## src/rtl/wr_port_40x64b_8_arbiter_if.sv

```systemverilog
// Write-port request/grant bundle between eight producers, the arbiter and the 8:1 register-file mux.
// The slave modport is the arbiter's view; the master modport is the producer/mux side.
interface wr_port_40x64b_8_arbiter_if;
  logic [7:0]   req_wr_en;
  logic [47:0]  req_wr_addr;
  logic [511:0] req_wr_data;
  logic [7:0]   req_ready;
  logic [7:0]   select;
  logic [7:0]   out_wr_en;
  logic [47:0]  out_wr_addr;
  logic [511:0] out_wr_data;
  logic         addr_err;
  logic         busy;

  modport slave (
    input  req_wr_en, req_wr_addr, req_wr_data,
    output req_ready, select, out_wr_en, out_wr_addr, out_wr_data, addr_err, busy
  );

  modport master (
    output req_wr_en, req_wr_addr, req_wr_data,
    input  req_ready, select, out_wr_en, out_wr_addr, out_wr_data, addr_err, busy
  );
endinterface

```

## src/rtl/wr_port_40x64b_8_arbiter.sv

```systemverilog
// Eight single-entry write slots, round-robin granted onto a one-hot mux select; accepted writes are visible the next cycle.
// Backpressure: req_ready[i] drops while slot i is full and not granted, and is held low during reset.
module wr_port_40x64b_8_arbiter (
  input  logic                            clk,
  input  logic                            rst_n,
  wr_port_40x64b_8_arbiter_if.slave       bus
);

  logic [7:0]  slot_valid;
  logic [5:0]  slot_addr [8];
  logic [63:0] slot_data [8];
  logic [2:0]  rr_ptr;
  logic        addr_err_q;

  logic        grant_vld;
  logic [2:0]  grant_idx;
  logic [2:0]  scan_idx;
  logic [7:0]  select_int;
  logic [7:0]  ready_int;
  logic [7:0]  accept;
  logic [7:0]  bad_addr;

  // First valid slot at or after rr_ptr, wrapping 7 -> 0.
  always_comb begin
    grant_vld = 1'b0;
    grant_idx = rr_ptr;
    scan_idx  = rr_ptr;
    for (int k = 0; k < 8; k++) begin
      scan_idx = rr_ptr + 3'(k);
      if (!grant_vld && slot_valid[scan_idx]) begin
        grant_vld = 1'b1;
        grant_idx = scan_idx;
      end
    end
  end

  assign select_int = grant_vld ? (8'h01 << grant_idx) : 8'h00;

  // A granted slot drains this cycle, so it may be refilled at the same edge.
  assign ready_int = {8{rst_n}} & (~slot_valid | select_int);

  always_comb begin
    accept   = 8'h00;
    bad_addr = 8'h00;
    for (int i = 0; i < 8; i++) begin
      if (bus.req_wr_en[i] && ready_int[i]) begin
        if (bus.req_wr_addr[6*i +: 6] < 6'd40) accept[i]   = 1'b1;
        else                                   bad_addr[i] = 1'b1;
      end
    end
  end

  always_ff @(posedge clk) begin
    if (!rst_n) begin
      slot_valid <= 8'h00;
      rr_ptr     <= 3'd0;
      addr_err_q <= 1'b0;
      for (int i = 0; i < 8; i++) begin
        slot_addr[i] <= 6'd0;
        slot_data[i] <= 64'd0;
      end
    end else begin
      for (int i = 0; i < 8; i++) begin
        if (accept[i]) begin
          slot_valid[i] <= 1'b1;
          slot_addr[i]  <= bus.req_wr_addr[6*i +: 6];
          slot_data[i]  <= bus.req_wr_data[64*i +: 64];
        end else if (select_int[i]) begin
          slot_valid[i] <= 1'b0;
        end
      end
      if (|bad_addr) addr_err_q <= 1'b1;
      if (grant_vld) rr_ptr <= grant_idx + 3'd1;
    end
  end

  genvar gi;
  generate
    for (gi = 0; gi < 8; gi++) begin : g_pack
      assign bus.out_wr_addr[6*gi +: 6]   = slot_addr[gi];
      assign bus.out_wr_data[64*gi +: 64] = slot_data[gi];
    end
  endgenerate

  assign bus.out_wr_en = slot_valid;
  assign bus.select    = select_int;
  assign bus.req_ready = ready_int;
  assign bus.addr_err  = addr_err_q;
  assign bus.busy      = |slot_valid;

endmodule

```

## src/flat_wrapper.sv

```systemverilog
// flat-port wrapper written by rule: the top's interface ports become plain ports
module wr_port_40x64b_8_arbiter_flat 
  (clk, rst_n, bus_req_wr_en, bus_req_wr_addr, bus_req_wr_data, bus_req_ready, bus_select, bus_out_wr_en, bus_out_wr_addr, bus_out_wr_data, bus_addr_err, bus_busy);
  wr_port_40x64b_8_arbiter_if bus_i ();
  input  logic clk;
  input  logic rst_n;
  input wire logic [$bits(bus_i.req_wr_en)-1:0] bus_req_wr_en;
  input wire logic [$bits(bus_i.req_wr_addr)-1:0] bus_req_wr_addr;
  input wire logic [$bits(bus_i.req_wr_data)-1:0] bus_req_wr_data;
  output wire logic [$bits(bus_i.req_ready)-1:0] bus_req_ready;
  output wire logic [$bits(bus_i.select)-1:0] bus_select;
  output wire logic [$bits(bus_i.out_wr_en)-1:0] bus_out_wr_en;
  output wire logic [$bits(bus_i.out_wr_addr)-1:0] bus_out_wr_addr;
  output wire logic [$bits(bus_i.out_wr_data)-1:0] bus_out_wr_data;
  output wire logic [$bits(bus_i.addr_err)-1:0] bus_addr_err;
  output wire logic [$bits(bus_i.busy)-1:0] bus_busy;
  assign bus_i.req_wr_en = bus_req_wr_en;
  assign bus_i.req_wr_addr = bus_req_wr_addr;
  assign bus_i.req_wr_data = bus_req_wr_data;
  assign bus_req_ready = bus_i.req_ready;
  assign bus_select = bus_i.select;
  assign bus_out_wr_en = bus_i.out_wr_en;
  assign bus_out_wr_addr = bus_i.out_wr_addr;
  assign bus_out_wr_data = bus_i.out_wr_data;
  assign bus_addr_err = bus_i.addr_err;
  assign bus_busy = bus_i.busy;
  wr_port_40x64b_8_arbiter u_core (.clk(clk), .rst_n(rst_n), .bus(bus_i));
endmodule
```

## config.mk

```make
export PLATFORM = sky130hd
export DESIGN_NAME = wr_port_40x64b_8_arbiter_flat
export DESIGN_NICKNAME = d
export VERILOG_FILES = /design/src/rtl/wr_port_40x64b_8_arbiter_if.sv /design/src/rtl/wr_port_40x64b_8_arbiter.sv /design/src/flat_wrapper.sv
export SDC_FILE = /design/constraint.sdc
export NUM_CORES = 1
export LEC_CHECK = 0
export CORE_AREA = 3 3 454 456
export CTS_CLUSTER_DIAMETER = 50
export DETAILED_ROUTE_END_ITERATION = 8
export DIE_AREA = 0 0 457 459
export GPL_TIMING_DRIVEN = 0
export HOLD_SLACK_MARGIN = 0.03
export PLACE_DENSITY = 0.35
export SKIP_LAST_GASP = 1
export SYNTH_ARGS = -nofsm -noshare
export SYNTH_HDL_FRONTEND = slang
export SYNTH_SLANG_ARGS = --single-unit
```

## constraint.sdc

```tcl
create_clock -name clk -period 22.6 [get_ports clk]
set_input_delay 3.39 -clock clk [delete_from_list [all_inputs] [get_ports clk]]
set_output_delay 3.39 -clock clk [all_outputs]
set_load 0.01 [all_outputs]
```

Word level (Yosys, flattened, before mapping)
Memories as Yosys holds them, arrays and structs flattened. Cells that the tools add are included.

Register bits: 12. Input port bits: 570. Word-level logic and storage cells: 209. RAM bits: 560. Output and inout bits: 586. Memories: 2.

Shift-type cells: 1. Reduce and logical (&&, ||, !) cells: 32. Add/subtract/negate cells: 8. Bitwise operators: 19. Multiplexer cells: 121. Order comparisons: 16.

Memory list: u_core.slot_data (depth 8, bits a word 64, rd ports 8, clocked after memory_dff 0, wr ports 8, RTL line wr_port_40x64b_8_arbiter.sv:11) `logic [63:0] slot_data [8];`; u_core.slot_addr (depth 8, bits a word 6, rd ports 8, clocked after memory_dff 0, wr ports 8, RTL line wr_port_40x64b_8_arbiter.sv:10) `logic [5:0] slot_addr [8];`.

Operators by type and width (count): 64-bit two-way mux (8); 1-bit two-way mux (89); 6-bit less-than comparator, second input constant (8); 6-bit two-way mux (8); 3-bit by 4-bit less-than comparator with 1-bit output, second input constant (8); 1-bit binary-select mux with 3-bit select (8); 3-bit two-way mux (7); 1-bit OR (16); 2-bit nonzero test (8); 8-bit OR reduction (2); 1-bit logical AND (15); 3-bit adder, second input constant (4); 8-bit AND (1); 8-bit two-way mux (1); 8-bit NOT (1); 8-bit OR (1); 1-bit by 3-bit left shift with 8-bit output, first input constant (1); 1-bit zero test (7); 3-bit by 1-bit adder with 3-bit output, second input constant (2); 3-bit by 2-bit adder with 3-bit output, second input constant (2).

Depth between registers and ports, before layout
Gate-level depths: netlist of run 1.

Word-level depth: 34. Mapped depth: 21. Mapped depth without buffers: 17.

Worst setup path after synthesis of run 1
No wires, ideal clock.

Kind: in2reg. From: input rst_n. To: memory u_core.slot_addr[3][0] (netlist: u_core.slot_addr[0][18]), enable pin. Data required time: 22.005 ns. Cell stages on the path: 3. Data arrival time: 8.726 ns. Setup slack: 13.280 ns. Path through: clkbuf_1 > nand2_1 > o21ai_0.

RTL lines: from (decl) (RTL line flat_wrapper.sv:6) `input logic rst_n;`; to (decl) (RTL line wr_port_40x64b_8_arbiter.sv:10).

Final worst setup path of run 1
From: input rst_n. To: output bus_req_ready[6].

Cells in the longest elaborated chain, start to end: 1.

RTL lines: 8-bit AND (RTL line wr_port_40x64b_8_arbiter.sv:40) `assign ready_int = {8{rst_n}} & (~slot_valid | select_int);`; to (decl) (RTL line flat_wrapper.sv:10) `output wire logic [$bits(bus_i.req_ready)-1:0] bus_req_ready;`.

No other way between the ends.

==> summary.txt, run 1 <==
Global routing
  – GR Overflow Total: 0
  – Global-route wire length before repair: 180 mm
  – Largest net degree at the start of global routing: 58
  – Initial antenna violation count: 107
  – Total GRT Usage: 12.9%
  – Number of global-route vias before repair: 17900

Final layout
  – FILL cells: 21900
  – Fin util: 20.5%
  – Share of cells above drive strength 1: 9.88%
  – Number of nets in the layout: between 3000 and 4000
  – Most frequent cells in the layout: clkdlybuf4s50_1 (1155), and2_1 (567), edfxtp_1 (560)
  – Area Growth Syn to Fin: 85.3%
  – Fin area: 0.0414 sq mm
  – Commonest non-fill, non-tap cell in the layout: clkdlybuf4s50_1
  – Multi-input logic area: roughly 0.0050 sq mm
  – Reg area: 0.0171 sq mm

Clock network
  – Worst skew pair latency: 750 ps
  – CTS H-tree lvls: 3
  – Clock sinks: approximately 570
  – Clock root buffer: clkbuf_16
  – Clock Path Buffers: 3
  – Post-cts repair resize count: 0
  – TritonCTS clock tree: yes
  – Clock-pin slew on the worst setup and hold paths: about 50 ps
  – Postcts setup bufs: 0
  – CTS Hold Bufs: 0
  – Cts bufs inserted: 108

Logic synthesis
  – Synth area leader: edfxtp_1
  – Cell variety after synth: 54
  – Seq/Total Area, Yosys: 76.4%
  – Largest cells by area after synthesis: edfxtp_1 (75%), and2_1 (16%), dfxtp_1 (1.1%)
  – Yosys top cell area share: approximately three quarters
  – Dominant synthesized flop cell: edfxtp_1
  – Syn nets: a little under 2000
  – Post-Synthesis Cells: around 1400
  – EDFF count, synth: between 500 and 600
  – Cell area after synthesis: 0.0223 sq mm
  – Ys Warns: 0
  – FFs w/ async S/R, synth: 0%
  – Synthesized flop and latch total: roughly 570
  – Syn_area_per_cell: 15.9 sq um

Die
  – Core Area: 0.202 sq mm
  – Die Ht: ~460 microns
  – # rows: 165
  – Initial core utilization: about 11%
  – # IOs: 1156
  – Die Width: ~460 microns
  – Die ar.: between 0.2 and 0.25 sq mm

Timing
  – Period utilization: 49.4%
  – Layout Skew: 56.6 ps
  – Setup-failing EPs final: 0
  – Endpoints failing hold: 0
  – Crit path time final: roughly 11000 ps
  – Normalized max-slew margin: 24.2%
  – Worst Max-Slew Pin Slew: roughly 1100 ps
  – Setup TNS: 0 ps
  – Fmax: 89.6 MHz
  – Unrepaired setup endpoints after global routing: false
  – Final max-slew violation count: 0

Power
  – Comb pwr share: about a quarter
  – P_int: roughly 0.0028 W
  – Power Density: approximately 99 mW/mm^2
  – Leakage: 14.7 nW
  – Clock power share: 40.4%
  – NetSw: 0.00128 W
  – Total Power: 0.00412 W
  – Sw Share: 31.2%
  – Peak supply drop: 0.0000646 V
  – Reg power frac: 33.2%

Critical path
  – Type of destination of the critical path: output port
  – Worst path cell trace: clkdlybuf4s50_1 -> clkbuf_1 -> buf_1 -> clkbuf_1 -> and2_1 -> clkdlybuf4s50_1
  – Startpoint type of the worst setup path: primary input
  – Crit-path max FO: 10
  – WP data required: 19210 ps
  – WP buf/inv: 5
  – Critical path class: in2out
  – Slowest cell on the critical path: buf_1
  – CP top delay family: buffers and inverters
  – Worst EP arrival: ~7800 ps
  – Largest stage delay on the critical path: 900 ps

Drt
  – Vias per Instance: 3.14
  – WL final: 140 mm
  – Iter 0 DRT Violations: 1030
  – Wire per inst: between 20 and 30 microns
  – Post-route ant nets: 0
  – Drt first pass iters: 5
  – Vias post-DR: 17200
  – Residual DRC: 0

Job
  – Max-Cap Viols: 0

Placement
  – Port Buf Inserts: 1155
  – DP HPWL: 116 mm
  – DP Area: 0.0376 sq mm
  – Final RePlAce weighted congestion: just over 0.8

Min path
  – Tightest Hold Check Type: reg2reg

Status
  – Status: finished clean
==> worst paths after layout <==
check / endpoint / start / depth (start not counted) / slack, ps
max: bus_req_ready[6] / rst_n / 6 / 11450
min: u_core.bus.out_wr_en[3] / u_core.bus.out_wr_en[3] / 2 / 620
max reg2reg: u_core.slot_data[1][201] / u_core.rr_ptr[1] / 21 / 16430
min reg2reg: u_core.bus.out_wr_en[3] / u_core.bus.out_wr_en[3] / 2 / 620
==> cell usage after synthesis (all sizes together) (5+ instances only) <==
library cell,count
edfxtp,560
clkbuf,67
dfxtp,12
mux2i,8
o22ai,5
nand2b,5
buf,5
and2,567
a21oi,17
inv,13
nor2,19
ha,8
mux2,11
nand2,20
o21ai,22
mux4,7
==> per-stage QoR <==
step	hold WS [ps]	std cells	setup WS [ps]
6_report	617	5468	11450
3_3_place_gp	608	5230	5520
3_5_place_dp	619	5243	10830
5_1_grt	644	5451	11030
2_1_floorplan	535	1403	13280
4_1_cts	631	5446	10820
==> final cells by class <==
type	instances	area share (%)
Antenna cell	22	0.133
Timing Repair Buffer	1168	28.7
Clock buffer	121	6.70
Tap cell	2672	8.08
Buffer	72	0.804
Multi-Input combinational cell	746	12.0
Sequential cell	572	41.2
Clock inverter	82	2.22
Inverter	13	0.124
==> cell families (layout without fill, tap and decap cells) <==
group / after synthesis / after routing / synth area share [%]
AOI/OAI and AO/OA: 71 / 71 / 2.16
xor gates and xnor gates: 4 / 4 / 0.157
adders and majority gates: 8 / 8 / 0.448
buffers and inverters: 85 / 1456 / 1.71
DFF: 572 / 572 / 76.4
muxes: 26 / 26 / 1.62
other: 0 / 22 / 0
and+or+nand+nor: 637 / 637 / 17.6
==> sequential cells by signal, indices dropped and copies added, names as in the netlist <==
| register | cells |
|---|---|
| u_core.slot_data | 512 |
| u_core.bus.addr_err | 1 |
| u_core.slot_addr | 48 |
| u_core.bus.out_wr_en | 8 |
| u_core.rr_ptr | 3 |
==> worst register-to-register path, cell delays in order, from the launching register on <==
cell and delay [ps]:
dfxtp_1 370, clkbuf_1 420, inv_1 160, ha_1 390, buf_6 170, mux2_2 380
mux4_2 540, nor3_2 200, o211ai_1 280, o221ai_1 350, xnor2_1 150, inv_1 130
ha_1 230, ha_1 160, o21ai_0 130, nand2_1 170, nand2_1 160, o21ai_4 680
buf_16 250, buf_12 210, buf_16 200, buf_16 180
==> power groups by stage <==
| stage | logic, W | registers [W] | clock network, W |
|---|---|---|---|
| after global routing | 0.00117 | 0.00138 | 0.00177 |
| after floorplan | 0.000369 | 0.00145 | 0 |
| after global placement | 0.00111 | 0.00141 | 0 |
| after CTS | 0.00113 | 0.00137 | 0.00172 |
| final | 0.00109 | 0.00137 | 0.00166 |
| after detailed placement | 0.00112 | 0.00139 | 0 |
==> per-layer routing <==
metal  vias to the layer above  routed length, microns  share of wire (%)  global-route usage, %
met5                         -                     602               0.43                      0
met4                        94                    4340                3.1                   4.74
met3                       265                   18900                 13                   7.61
met2                      1068                   63600                 45                   20.6
met1                      8142                   52500                 38                   14.1
li1                       7614                       -                  -                      -
Note: power is estimated with default switching activity, not from simulation.
==> inputs of run 2 (changes only) <==
--- a/config.mk
+++ b/config.mk
@@ -5,10 +5,10 @@
 export SDC_FILE = /design/constraint.sdc
 export NUM_CORES = 1
 export LEC_CHECK = 0
-export CORE_AREA = 3 3 454 456
+export CORE_AREA = 3 3 444 446
 export CTS_CLUSTER_DIAMETER = 50
 export DETAILED_ROUTE_END_ITERATION = 8
-export DIE_AREA = 0 0 457 459
+export DIE_AREA = 0 0 447 449
 export GPL_TIMING_DRIVEN = 0
 export HOLD_SLACK_MARGIN = 0.03
 export PLACE_DENSITY = 0.35
==> constraint.sdc (replaced) <==
create_clock -name clk -period 10.8 [get_ports clk]
set_input_delay 1.62 -clock clk [delete_from_list [all_inputs] [get_ports clk]]
set_output_delay 1.62 -clock clk [all_outputs]
set_load 0.01 [all_outputs]
==> run 2 against run 1 <==
Effect of this change: global-route usage rose by 0.44 points; sequential share of layout area up 0.23 points; final area fell by 0.57%; clock power grew 110%; critical path depth rose by 11; wire length is 0.98% lower; critical path type is now reg2out; largest power group unchanged.
==> summary.txt, run 2 (synthesis results as in run 1) <==
Final layout
  – Fin area: 0.0412 sq mm (-0.57%)
  – Number of nets in the layout: 3257 (-0.061%)
  – Share of cells above drive strength 1: 9.61% (-0.27 points)
  – Most frequent cells in the layout: clkdlybuf4s50_1 (1155), and2_1 (567), edfxtp_1 (560)
  – Max reg flops: 512 (unchanged)
  – Area Growth Syn to Fin: 84.2%
  – Largest Register: u_core.slot_data
  – Commonest non-fill, non-tap cell in the layout: clkdlybuf4s50_1

Die
  – Initial core utilization: 11.6% (+0.52 points)
  – Die ar.: 0.201 sq mm (-4.3%)
  – # IOs: 1156 (unchanged)
  – Die Ht: 449 microns (-2.2%)
  – Die Width: 447 microns (-2.2%)
  – # rows: 161 (-2.4%)
  – Core Area: 0.193 sq mm (-4.5%)

Job
  – Max-Cap Viols: 0 (unchanged)

Placement
  – DP Area: 0.0374 sq mm (-0.58%)
  – Final RePlAce weighted congestion: 0.865 (+5.3%)
  – DP HPWL: 116 mm (-0.15%)
  – Port Buf Inserts: 1155 (unchanged)

Clock network
  – Clock-pin slew on the worst setup and hold paths: 60 ps (about the same)
  – Cts bufs inserted: 107 (-0.93%)
  – Clock sinks: 572 (unchanged)
  – Worst skew pair latency: 740 ps (about the same)
  – Post-cts repair resize count: 0 (unchanged)
  – Clock root buffer: clkbuf_16
  – TritonCTS clock tree: yes
  – CTS Hold Bufs: 0 (unchanged)
  – Postcts setup bufs: 0 (unchanged)
  – Clock Path Buffers: 3 (unchanged)
  – CTS H-tree lvls: 3 (unchanged)

Power
  – Total Power: 0.00878 W (+110%)
  – Peak supply drop: 0.000151 V (+130%)
  – Power Density: 213 mW/mm^2 (+110%)
  – Leakage: 14.7 nW (about the same)

Timing
  – Setup-failing EPs final: 0 (unchanged)
  – WHS: 641 ps (+23.9 ps)
  – Layout Skew: 66.2 ps (+9.60 ps)
  – Crit path time final: 7870 ps
  – Worst Max-Slew Pin Slew: 1260 ps (+122 ps)
  – Normalized max-slew margin: 16.0% (-8.1 points)
  – Period utilization: 72.9%
  – Final max-slew violation count: 0 (unchanged)
  – Fmax: approximately 130 MHz
  – Endpoints failing hold: 0 (unchanged)
  – Unrepaired setup endpoints after global routing: false

Drt
  – Wire per inst: 26.1 microns (+1.9%)
  – Iter 0 DRT Violations: 953 (-7.5%)
  – WL final: 139 mm (-0.98%)
  – Drt first pass iters: 4 (-1)
  – Post-route ant nets: 0 (unchanged)
  – Vias post-DR: 16900 (-1.4%)
  – Residual DRC: 0 (unchanged)
  – Vias per Instance: 3.19 (+1.5%)

Min path
  – Tightest Hold Check Type: reg2reg
  – Hold Crit Depth: 2 (unchanged)

Critical path
  – Startpoint type of the worst setup path: flip-flop
  – Worst r2r path cells: 18 (-14%)
  – Crit-path max FO: 10 (unchanged)
  – Worst reg-to-reg setup slack: 4350 ps (-12080 ps)
  – Worst EP arrival: 6250 ps (-1510 ps)
  – WP data required: 9180 ps (-10030 ps)
  – Critical path class: reg2out
  – Type of destination of the critical path: output port

Global routing
  – Initial antenna violation count: 67 (-37%)
  – Global-route wire length before repair: 177 mm (-1.4%)
  – Total GRT Usage: 13.3% (+0.44 points)
  – GR Overflow Total: 0 (unchanged)
  – Largest net degree at the start of global routing: 62 (+6.9%)
  – Number of global-route vias before repair: 17500 (-2.2%)

Status
  – Status: finished clean
run 2: report_power, final:
| part | total [W] | internal (W) | switching (W) |
|---|---|---|---|
| combinational | 0.00241 | 0.00104 | 0.00138 |
| clock | 0.00350 | 0.00220 | 0.00131 |
| sequential | 0.00286 | 0.00275 | 0.000104 |
| total | 0.00878 | 0.00599 | 0.00279 |
run 2: final timing paths:
check | end | start
max | bus_req_ready[3] | u_core.rr_ptr[1]
min | u_core.bus.out_wr_en[5] | u_core.bus.out_wr_en[5]
max reg2reg | u_core.slot_addr[0][21] | u_core.rr_ptr[1]
min reg2reg | u_core.bus.out_wr_en[5] | u_core.bus.out_wr_en[5]
run 2: per-stage QoR:
stage | setup TNS [ps] | setup slack [ps] | util (%) | cells
finish | 0 | 2930 | 21.3 | 5312
global route | 0 | 2280 | 21.3 | 5296
CTS | 0 | 2550 | 21.3 | 5295
detailed placement | 0 | 2570 | 19.4 | 5096
global placement | -635050 | -5340 | 19.2 | 5084
floorplan | 0 | 1720 | - | 1403
run 2: area by class of cell:
| type | instances | area, sq um |
|---|---|---|
| Timing Repair Buffer | 1167 | 11900 |
| Sequential cell | 572 | 17100 |
| Clock buffer | 122 | 2740 |
| Clock inverter | 77 | 946 |
| Buffer | 72 | 332 |
| Inverter | 13 | 51.3 |
| Fill cell | 20700 | 152000 |
| Antenna cell | 17 | 42.5 |
| Tap cell | 2526 | 3160 |
| Multi-Input combinational cell | 746 | 4970 |
run 2: metal layers:
layer  part of all wire [%]  GRT usage, %
met4                    1.7          3.13
met2                     51          23.9
met3                    8.2          4.71
met1                     38          15.0
met5                   0.16             0
run 2: critical path: stages, from the launching register on:
cell             delay (ps)
dfxtp_1                 370
clkbuf_1                430
inv_1                   170
ha_1                    380
buf_6                   160
mux2_2                  360
mux4_2                  540
or2_0                   220
mux2i_1                 160
a222oi_1                140
o21bai_4                590
inv_4                   210
ha_1                    250
o21ai_1                 410
nand2_1                 200
nand2_1                 290
inv_1                    70
clkdlybuf4s50_1         540
==> inputs of run 3 (changes only) <==
--- a/config.mk
+++ b/config.mk
@@ -5,10 +5,10 @@
 export SDC_FILE = /design/constraint.sdc
 export NUM_CORES = 1
 export LEC_CHECK = 0
-export CORE_AREA = 3 3 444 446
+export CORE_AREA = 3 3 454 456
 export CTS_CLUSTER_DIAMETER = 50
 export DETAILED_ROUTE_END_ITERATION = 8
-export DIE_AREA = 0 0 447 449
+export DIE_AREA = 0 0 457 459
 export GPL_TIMING_DRIVEN = 0
 export HOLD_SLACK_MARGIN = 0.03
 export PLACE_DENSITY = 0.35
==> constraint.sdc (replaced) <==
create_clock -name clk -period 6.9 [get_ports clk]
set_input_delay 1.035 -clock clk [delete_from_list [all_inputs] [get_ports clk]]
set_output_delay 1.035 -clock clk [all_outputs]
set_load 0.01 [all_outputs]
==> run 3 against run 2 <==
Effect of this change: sequential share of layout area down 0.38 points; largest power group unchanged; hold slack worse by 2.6 ps; setup slack worse by 2500 ps; critical endpoint is now bus_req_ready[7].
==> summary.txt, run 3 (synthesis results as in run 1) <==
Die
  – # IOs: 1156 (unchanged)
  – Die Ht: 459 microns (+2.2%)
  – Initial core utilization: 11.1% (-0.52 points)
  – Die ar.: 0.210 sq mm (+4.5%)
  – Die Width: 457 microns (+2.2%)
  – Core Area: 0.202 sq mm (+4.7%)
  – # rows: 165 (+2.5%)

Clock network
  – Worst skew pair latency: 730 ps (about the same)
  – Clock-pin slew on the worst setup and hold paths: 50 ps (about the same)
  – Clock root buffer: clkbuf_16
  – CTS H-tree lvls: 3 (unchanged)
  – Clock Path Buffers: 3 (unchanged)
  – TritonCTS clock tree: yes
  – CTS Hold Bufs: 0 (unchanged)
  – Cts bufs inserted: 109 (+1.9%)
  – Clock sinks: 572 (unchanged)

Placement
  – DP HPWL: 120 mm (+3.2%)
  – Cell count after placement: 5242 (+2.9%)
  – Port Buf Inserts: 1155 (unchanged)
  – Pre-CTS WS: 252 ps (-2320 ps)
  – Final RePlAce weighted congestion: 0.817 (-5.6%)

Timing
  – Worst Max-Slew Pin Slew: 1310 ps (+53.5 ps)
  – Final max-slew violation count: 0 (unchanged)
  – Setup TNS: 0 ps (unchanged)
  – Unrepaired setup endpoints after global routing: false
  – Layout Skew: 69.0 ps (+2.72 ps)
  – WHS: 638 ps (-2.56 ps)
  – Setup-failing EPs final: 0 (unchanged)
  – Period utilization: a little over nine tenths
  – Crit path time final: roughly 6500 ps
  – Fmax: about 150 MHz
  – Normalized max-slew margin: 12.5% (-3.6 points)
  – Post-route setup slack: 434 ps (-2500 ps)
  – Endpoints failing hold: 0 (unchanged)

Final layout
  – Largest Register: u_core.slot_data
  – Commonest non-fill, non-tap cell in the layout: clkdlybuf4s50_1
  – Most frequent cells in the layout: clkdlybuf4s50_1 (1151), and2_1 (567), edfxtp_1 (560)
  – Share of cells above drive strength 1: 10.5% (+0.93 points)
  – Max reg flops: 512 (unchanged)
  – Finished Layout Cells: 5467 (+2.9%)
  – Area Growth Syn to Fin: 85.9%
  – Number of nets in the layout: 3265 (+0.25%)

Power
  – Leakage: 14.8 nW (+0.62%)
  – Power Density: 329 mW/mm^2 (+54%)
  – Peak supply drop: 0.000243 V (+61%)

Critical path
  – Worst reg-to-reg setup slack: 1050 ps (-3300 ps)
  – Worst r2r dst: u_core.slot_data[0][18]
  – Crit path from: u_core.rr_ptr[0]
  – Type of destination of the critical path: output port
  – Worst r2r src: u_core.rr_ptr[0]
  – Critical path class: reg2out
  – WP data required: 5860 ps (-3320 ps)
  – Crit-path max FO: 16 (+6)
  – Startpoint type of the worst setup path: flip-flop
  – Worst r2r path cells: 21 (+3)
  – Worst EP arrival: 5430 ps (-820 ps)

Drt
  – Vias post-DR: 17300 (+1.9%)
  – Wire per inst: 26.2 microns (+0.40%)
  – Residual DRC: 0 (unchanged)
  – Iter 0 DRT Violations: 971 (+1.9%)
  – Vias per Instance: 3.16 (-0.98%)
  – Post-route ant nets: 0 (unchanged)
  – Drt first pass iters: 5 (+1)
  – WL final: 143 mm (+3.3%)

Job
  – Max-Cap Viols: 0 (unchanged)

Global routing
  – Global-route wire length before repair: 184 mm (+3.9%)
  – Initial antenna violation count: 96 (+43%)
  – GR Overflow Total: 0 (unchanged)
  – Total GRT Usage: 13.2% (-0.11 points)
  – Largest net degree at the start of global routing: 59 (-4.8%)
  – Number of global-route vias before repair: 18100 (+3.7%)

Min path
  – HP Start: u_core.bus.out_wr_en[2]
  – Worst hold endpoint: u_core.bus.out_wr_en[2]
  – Hold Crit Depth: 2 (unchanged)
  – Tightest Hold Check Type: reg2reg

Status
  – Status: finished clean
-- run 3: worst max path at each step --
stage / to / slack [ps] / cells past startpoint
6_report: bus_req_ready[7] / 430 / 19
5_1_grt: bus_req_ready[7] / 4 / 19
4_1_cts: bus_req_ready[0] / -60 / 20
3_5_place_dp: u_core.slot_data[0][36] / 250 / 19
3_3_place_gp: u_core.slot_data[1][239] / -2140 / 17
2_1_floorplan: u_core.slot_addr[1][0] / 860 / 18
-- run 3: layout make-up --
cell class | count | area [sq um]
Inverter | 13 | 51.3
Buffer | 71 | 332
Antenna cell | 13 | 32.5
Tap cell | 2672 | 3340
Timing Repair Buffer | 1174 | 11900
Sequential cell | 572 | 17100
Fill cell | 21900 | 161000
Clock buffer | 118 | 2760
Clock inverter | 88 | 1000
Multi-Input combinational cell | 746 | 5020
-- run 3: stage by stage --
step | total power, W | cell area (sq um) | utilization (%)
2_1_floorplan | 0.00594 | 22300 | -
4_1_cts | 0.0140 | 41500 | 20.5
5_1_grt | 0.0143 | 41500 | 20.5
6_report | 0.0137 | 41500 | 20.5
3_3_place_gp | 0.00818 | 37300 | 18.4
3_5_place_dp | 0.00818 | 37600 | 18.6
-- run 3: timing repair --
item / in CTS / in global routing
hold endpoints to repair: 0 / 0
setup buffers: 6 / 1
pin swaps: 3 / 3
gates resized for setup: 7 / 14
endpoints found under the setup margin: 7 / 8
-- run 3: layer usage --
metal / vias to the layer above / track usage, % / share of wire, %
met5: - / 0 / 0.40
met4: 86 / 3.63 / 2.3
met3: 232 / 7.06 / 13
met2: 1007 / 20.9 / 45
met1: 8340 / 15.6 / 40
li1: 7604 / - / -
-- run 3: worst max-delay path, stage by stage (launching register included) --
cell and delay, ps:
dfxtp_1 360, buf_4 280, inv_1 70, ha_1 350
buf_6 170, mux2_2 380, mux4_2 540, nor3_4 180
or2_2 190, and2_1 150, o21bai_1 110, a21oi_1 90
o31a_1 350, ha_1 230, ha_1 200, o21ai_0 110
nand2_1 180, nand2_2 160, inv_1 60, clkdlybuf4s50_1 530
-- run 3: power breakdown --
| group | switching, W | leakage (nW) | internal (W) |
|---|---|---|---|
| Clock | 0.00212 | 1.79 | 0.00342 |
| Combinational | 0.00194 | 7.05 | 0.00170 |
| Sequential | 0.000176 | 5.95 | 0.00431 |
